--- src/rtl/serial_sub2_if.sv ---
// Request/result bundle for the digit-serial subtractor.
// Ports: in_valid/in_ready/a/b/bin (request), out_valid/out_ready/diff/bout (result),
//        ovf only when SUB_OVF_EN is defined. master = requester/consumer, slave = subtractor.
interface serial_sub2_if #(
  parameter int NDIG = 4
);
  localparam int W = 2 * NDIG;

  logic         in_valid;
  logic         in_ready;
  logic [W-1:0] a;
  logic [W-1:0] b;
  logic         bin;
  logic         out_valid;
  logic         out_ready;
  logic [W-1:0] diff;
  logic         bout;
`ifdef SUB_OVF_EN
  logic         ovf;

  modport master (
    output in_valid, a, b, bin, out_ready,
    input  in_ready, out_valid, diff, bout, ovf
  );
  modport slave (
    input  in_valid, a, b, bin, out_ready,
    output in_ready, out_valid, diff, bout, ovf
  );
`else
  modport master (
    output in_valid, a, b, bin, out_ready,
    input  in_ready, out_valid, diff, bout
  );
  modport slave (
    input  in_valid, a, b, bin, out_ready,
    output in_ready, out_valid, diff, bout
  );
`endif
endinterface

--- src/rtl/serial_sub2.sv ---
// Digit-serial subtractor: diff = a - b - bin mod 2^(2*NDIG), one 2-bit digit per clock, LSD first.
// Latency: out_valid rises NDIG edges after the accepting edge; one result per NDIG+2 cycles.
// Backpressure: result held in DONE until out_ready; no request accepted outside IDLE.
// Ports: clk, rst (sync, active-high), bus (serial_sub2_if.slave).
// Optional: define SUB_OVF_EN to add the signed-overflow flag bus.ovf.
module serial_sub2 #(
  parameter int NDIG = 4
) (
  input  logic          clk,
  input  logic          rst,
  serial_sub2_if.slave  bus
);
  localparam int CW = (NDIG > 1) ? $clog2(NDIG) : 1;

  typedef enum logic [1:0] {IDLE, RUN, DONE} state_t;

  state_t                 state;
  state_t                 state_nxt;
  logic [CW-1:0]          cnt;
  logic                   br;
  logic [NDIG-1:0][1:0]   a_dig;
  logic [NDIG-1:0][1:0]   b_dig;
  logic [NDIG-1:0][1:0]   diff_dig;
  logic                   bout_r;
  logic [2:0]             dsub;
  logic                   last;

  // 3-bit two's-complement digit subtract: range -4..3, so bit 2 is exactly the borrow.
  assign dsub = {1'b0, a_dig[cnt]} - {1'b0, b_dig[cnt]} - {2'b00, br};
  assign last = (cnt == CW'(NDIG - 1));

  always_ff @(posedge clk) begin
    if (rst) state <= IDLE;
    else     state <= state_nxt;
  end

  always_comb begin
    state_nxt = state;
    case (state)
      IDLE:    if (bus.in_valid)  state_nxt = RUN;
      RUN:     if (last)          state_nxt = DONE;
      DONE:    if (bus.out_ready) state_nxt = IDLE;
      default:                    state_nxt = IDLE;
    endcase
  end

  assign bus.in_ready  = (state == IDLE);
  assign bus.out_valid = (state == DONE);
  assign bus.diff      = diff_dig;
  assign bus.bout      = bout_r;

  always_ff @(posedge clk) begin
    if (rst) begin
      a_dig    <= '0;
      b_dig    <= '0;
      diff_dig <= '0;
      br       <= 1'b0;
      bout_r   <= 1'b0;
      cnt      <= '0;
    end else begin
      case (state)
        IDLE: begin
          if (bus.in_valid) begin
            a_dig <= bus.a;
            b_dig <= bus.b;
            br    <= bus.bin;
            cnt   <= '0;
          end
        end
        RUN: begin
          diff_dig[cnt] <= dsub[1:0];
          br            <= dsub[2];
          cnt           <= cnt + CW'(1);
          if (last) bout_r <= dsub[2];
        end
        default: ;
      endcase
    end
  end

`ifdef SUB_OVF_EN
  logic ovf_r;

  assign bus.ovf = ovf_r;

  // Evaluated on the last RUN edge, where dsub[1] is the final diff MSB.
  always_ff @(posedge clk) begin
    if (rst) begin
      ovf_r <= 1'b0;
    end else if (state == RUN && last) begin
      ovf_r <= (a_dig[NDIG-1][1] != b_dig[NDIG-1][1]) && (dsub[1] != a_dig[NDIG-1][1]);
    end
  end
`endif

endmodule

--- src/flat_wrapper.sv ---
// flat-port wrapper written by rule: the top's interface ports become plain ports
module serial_sub2_flat 
#(
  parameter int NDIG = 4
)
  (clk, rst, bus_in_valid, bus_a, bus_b, bus_bin, bus_out_ready, bus_in_ready, bus_out_valid, bus_diff, bus_bout);
  serial_sub2_if #(.NDIG(NDIG)) bus_i ();
  input  logic clk;
  input  logic rst;
  input wire logic [$bits(bus_i.in_valid)-1:0] bus_in_valid;
  input wire logic [$bits(bus_i.a)-1:0] bus_a;
  input wire logic [$bits(bus_i.b)-1:0] bus_b;
  input wire logic [$bits(bus_i.bin)-1:0] bus_bin;
  input wire logic [$bits(bus_i.out_ready)-1:0] bus_out_ready;
  output wire logic [$bits(bus_i.in_ready)-1:0] bus_in_ready;
  output wire logic [$bits(bus_i.out_valid)-1:0] bus_out_valid;
  output wire logic [$bits(bus_i.diff)-1:0] bus_diff;
  output wire logic [$bits(bus_i.bout)-1:0] bus_bout;
  assign bus_i.in_valid = bus_in_valid;
  assign bus_i.a = bus_a;
  assign bus_i.b = bus_b;
  assign bus_i.bin = bus_bin;
  assign bus_i.out_ready = bus_out_ready;
  assign bus_in_ready = bus_i.in_ready;
  assign bus_out_valid = bus_i.out_valid;
  assign bus_diff = bus_i.diff;
  assign bus_bout = bus_i.bout;
  serial_sub2 #(.NDIG(NDIG)) u_core (.clk(clk), .rst(rst), .bus(bus_i));
endmodule
--- config.mk ---
export PLATFORM = sky130hd
export DESIGN_NAME = serial_sub2_flat
export DESIGN_NICKNAME = d
export VERILOG_FILES = /design/src/rtl/serial_sub2_if.sv /design/src/rtl/serial_sub2.sv /design/src/flat_wrapper.sv
export SDC_FILE = /design/constraint.sdc
export NUM_CORES = 1
export LEC_CHECK = 0
export ABC_AREA = 1
export CAP_MARGIN = 20
export CORE_AREA = 5 5 60 62
export DETAILED_ROUTE_END_ITERATION = 8
export DIE_AREA = 0 0 65 67
export GPL_ROUTABILITY_DRIVEN = 0
export HOLD_SLACK_MARGIN = 0.06
export PLACE_DENSITY = 0.73
export SETUP_SLACK_MARGIN = 0.1
export SYNTH_ARGS = -nofsm -noshare
export SYNTH_HDL_FRONTEND = slang
export SYNTH_SLANG_ARGS = --single-unit
--- constraint.sdc ---
create_clock -name clk -period 2.4 [get_ports clk]
set_input_delay 0.48 -clock clk [delete_from_list [all_inputs] [get_ports clk]]
set_output_delay 0.48 -clock clk [all_outputs]
set_load 0.1 [all_outputs]
==> results of run 1 <==
[layer usage]
metal,wire (µm),vias to the layer above,track usage (%)
li1,-,657,-
met2,1305,26,25.16
met3,140,7,3.710
met1,1263,513,15.12
met5,0,-,0
met4,86,0,10.03
[worst paths after layout]
path                                      to  slack, ns  cells after the start
max reg2reg  u_core.bus.diff[5]$_SDFFE_PP0P_       0.28                      8
max          u_core.bus.diff[5]$_SDFFE_PP0P_       0.28                      8
min reg2reg     u_core.bus.bout$_SDFFE_PP0P_       0.47                      2
min             u_core.bus.bout$_SDFFE_PP0P_       0.47                      2
[cell usage in the layout, fill, tap and decap left out]
| cell | synthesis | final |
|---|---|---|
| ha_1 | 4 | 4 |
| nand2_4 | 1 | 1 |
| inv_6 | 1 | 1 |
| clkbuf_8 | 0 | 3 |
| nor2_4 | 2 | 2 |
| nor2_1 | 62 | 62 |
| dfxtp_1 | 30 | 30 |
| nand3_1 | 3 | 3 |
| clkinv_1 | 1 | 1 |
| nand2_1 | 20 | 20 |
| o21ai_1 | 3 | 3 |
| fa_1 | 2 | 2 |
| o21ai_0 | 29 | 29 |
| clkdlybuf4s50_1 | 0 | 20 |
| o22ai_1 | 2 | 2 |
| nor2_2 | 1 | 1 |
| a21oi_1 | 5 | 5 |
| buf_4 | 0 | 15 |
| inv_1 | 14 | 14 |
| clkbuf_4 | 0 | 5 |
[power by group through the flow]
| stage | Clock [µW] | Combinational [µW] | Sequential [µW] |
|---|---|---|---|
| after CTS | 381 | 272 | 555 |
| final | 370 | 269 | 554 |
| after global placement | 0 | 268 | 565 |
| after global routing | 398 | 299 | 558 |
| after floorplan | 0 | 150 | 605 |
| after detailed placement | 0 | 271 | 566 |
[area by class of cell]
cell class,instances,area [µm²],area share (%)
multi-input combinational,134,650.6,37.20
clock buffer,8,78.83,4.506
sequential,30,600.6,34.33
tap,33,41.29,2.361
inverter,16,65.06,3.720
timing repair buffer,35,312.8,17.88
[critical path, cell delays in order (launching register included)]
cell and delay, ns:
dfxtp_1 0.47, inv_1 0.16, o21ai_0 0.10, o22ai_1 0.11, fa_1 0.40, inv_1 0.08
fa_1 0.49, nor2_1 0.14, nor2_1 0.05
[metrics by stage]
stage	power (µW)	hold slack, ns
after floorplan	754.7	0.4484
after global placement	832.8	0.4515
after detailed placement	837.0	0.4600
after CTS	1208	0.4761
after global routing	1255	0.5013
final	1194	0.4696
[cells by family after synthesis]
group	Yosys count	synth area share, %
DFF	30	44.32
adders and majority gates	6	6.648
buffers and inverters	21	7.663
and+or+nand+nor	89	26.78
AOI/OAI and AO/OA	39	14.59
[sequential cells by signal, summed over array words and instances (netlist names)]
| name | cells |
|---|---|
| u_core.b_dig | 8 |
| u_core.br | 1 |
| u_core.bus.diff | 8 |
| u_core.state | 2 |
| u_core.cnt | 2 |
| u_core.a_dig | 8 |
| u_core.bus.bout | 1 |
==> results_dict.tcl, run 1 <==
set metrics [dict create \
    clk_latency_ns 0.33 \
    grt_pass1_vias 1159 \
    die_width_um 65 \
    grt.overflow.total 0 \
    root_buffer "clkbuf_4" \
    setup_viol 0 \
    grt_pass1_wl_um 4754 \
    ios 32 \
    vias_per_cell 4.699 \
    maxCapViolations 0 \
    seq_power_share_pct 46.4 \
    yosysMostFrequentCell "nor2_1" \
    cts_sinks 30 \
    internal-power_uw 831.3 \
    crit_path_max_fanout 8 \
    drt-total-wl_um 2795 \
    peakVddDrop_v 0.0003403 \
    dr.pass1.iters 4 \
    clock-skew-final_ns 0.01111 \
    dp_hpwl_um 2146 \
    fin_cells 256 \
    power_frac_clock_pct 31.0 \
    path_class "reg2reg" \
    period_share_pct 88.23 \
    antenna_cells 0 \
    nets 249 \
    critPathCaptureType "flip-flop" \
    fin_area_um2 1749 \
    grt_max_degree 19 \
    status "completed" \
    cts_hold_buf 0 \
    synth_area_leaders "dfxtp_1, nor2_1, o21ai_0, nand2_1, inv_1" \
    fin_crit_ns 2.117 \
    fin_tns_setup_ns 0 \
    min_from "u_core.bus.bout$_SDFFE_PP0P_" \
    yosysTopAreaCell "dfxtp_1" \
    wl_per_cell_um 10.92 \
    synth_edf_count 0 \
    final_util_pct 58.74 \
    maxSlewViolCount 0 \
    start_kind "flip-flop" \
    drive_gt1_share_pct 12.56 \
    crit_required_ns 2.62 \
    synth_cell_type_count 20 \
    cts_buffer_depth 2 \
    hold_viol_final 0 \
    synthArstFlopShare_pct 0 \
    vias 1203 \
    post_cts_buffers 0 \
    num-fill-cells 298 \
    hold_class "reg2reg" \
    die_h_um 67 \
    placed_area_um2 1670 \
    leakage_uw 0.0007838 \
    initial_core_util_pct 45.50 \
    maxSlewHeadroom_pct 77.61 \
    synth_top_area_share_pct 44.32 \
    powerDensity_nw_per_um2 682.3 \
    rsz0062_at_grt "false" \
    post-place-ws_ns 0.3117 \
    syn_inst 185 \
    switching_share_pct 30.35 \
    p_sw_uw 362.2 \
    worstMarginPinSlew_ns 0.3323 \
    core_um2 2978 \
    syn_to_final_growth_pct 29.09 \
    dp.cells 248 \
    combPwrFrac_pct 22.6 \
    grtUsageTotal_pct 14.43 \
    cts.repair.resized 0 \
    timing.fmax_mhz 472.3 \
    r2r-start "u_core.cnt[1]$_SDFFE_PP0P_" \
    antenna_found_initial 0 \
    synth_seq_area_share_pct 44.32 \
    ys.flop_type "dfxtp_1" \
    yosysWarnings 0 \
    dr.first_iter.drc_count 48 \
    ys_top_cells_by_count "nor2_1, dfxtp_1, o21ai_0" \
    ant_nets 0 \
    portBuffers 31 \
    clk_pin_slew_worst_paths_ns 0.10 \
    numCtsBuffers 5 \
    cts_tree "built" \
    synth_fp_nets 212 \
    crit_arrival_ns 2.34 \
    drc 0 \
    setup_ws_ns 0.2825 \
    fp-row-count 20 \
    die-area_um2 4355 \
    cp-startpoint "u_core.cnt[1]$_SDFFE_PP0P_" \
    ys_ff_latch 30 \
    synth_area_um2 1355 \
    h-tree-depth 2 \
    syn_avg_cell_area_um2 7.325 \
]
(Power assumes the default switching activity.)
==> inputs of run 2 (changes only) <==
--- a/config.mk
+++ b/config.mk
@@ -13,7 +13,7 @@
 export GPL_ROUTABILITY_DRIVEN = 0
 export HOLD_SLACK_MARGIN = 0.06
 export PLACE_DENSITY = 0.73
-export SETUP_SLACK_MARGIN = 0.1
+export SKIP_CTS_REPAIR_TIMING = 1
 export SYNTH_ARGS = -nofsm -noshare
 export SYNTH_HDL_FRONTEND = slang
 export SYNTH_SLANG_ARGS = --single-unit
==> results of run 2 <==
The final DEF is identical to that of run 1; final timing and power are the same.
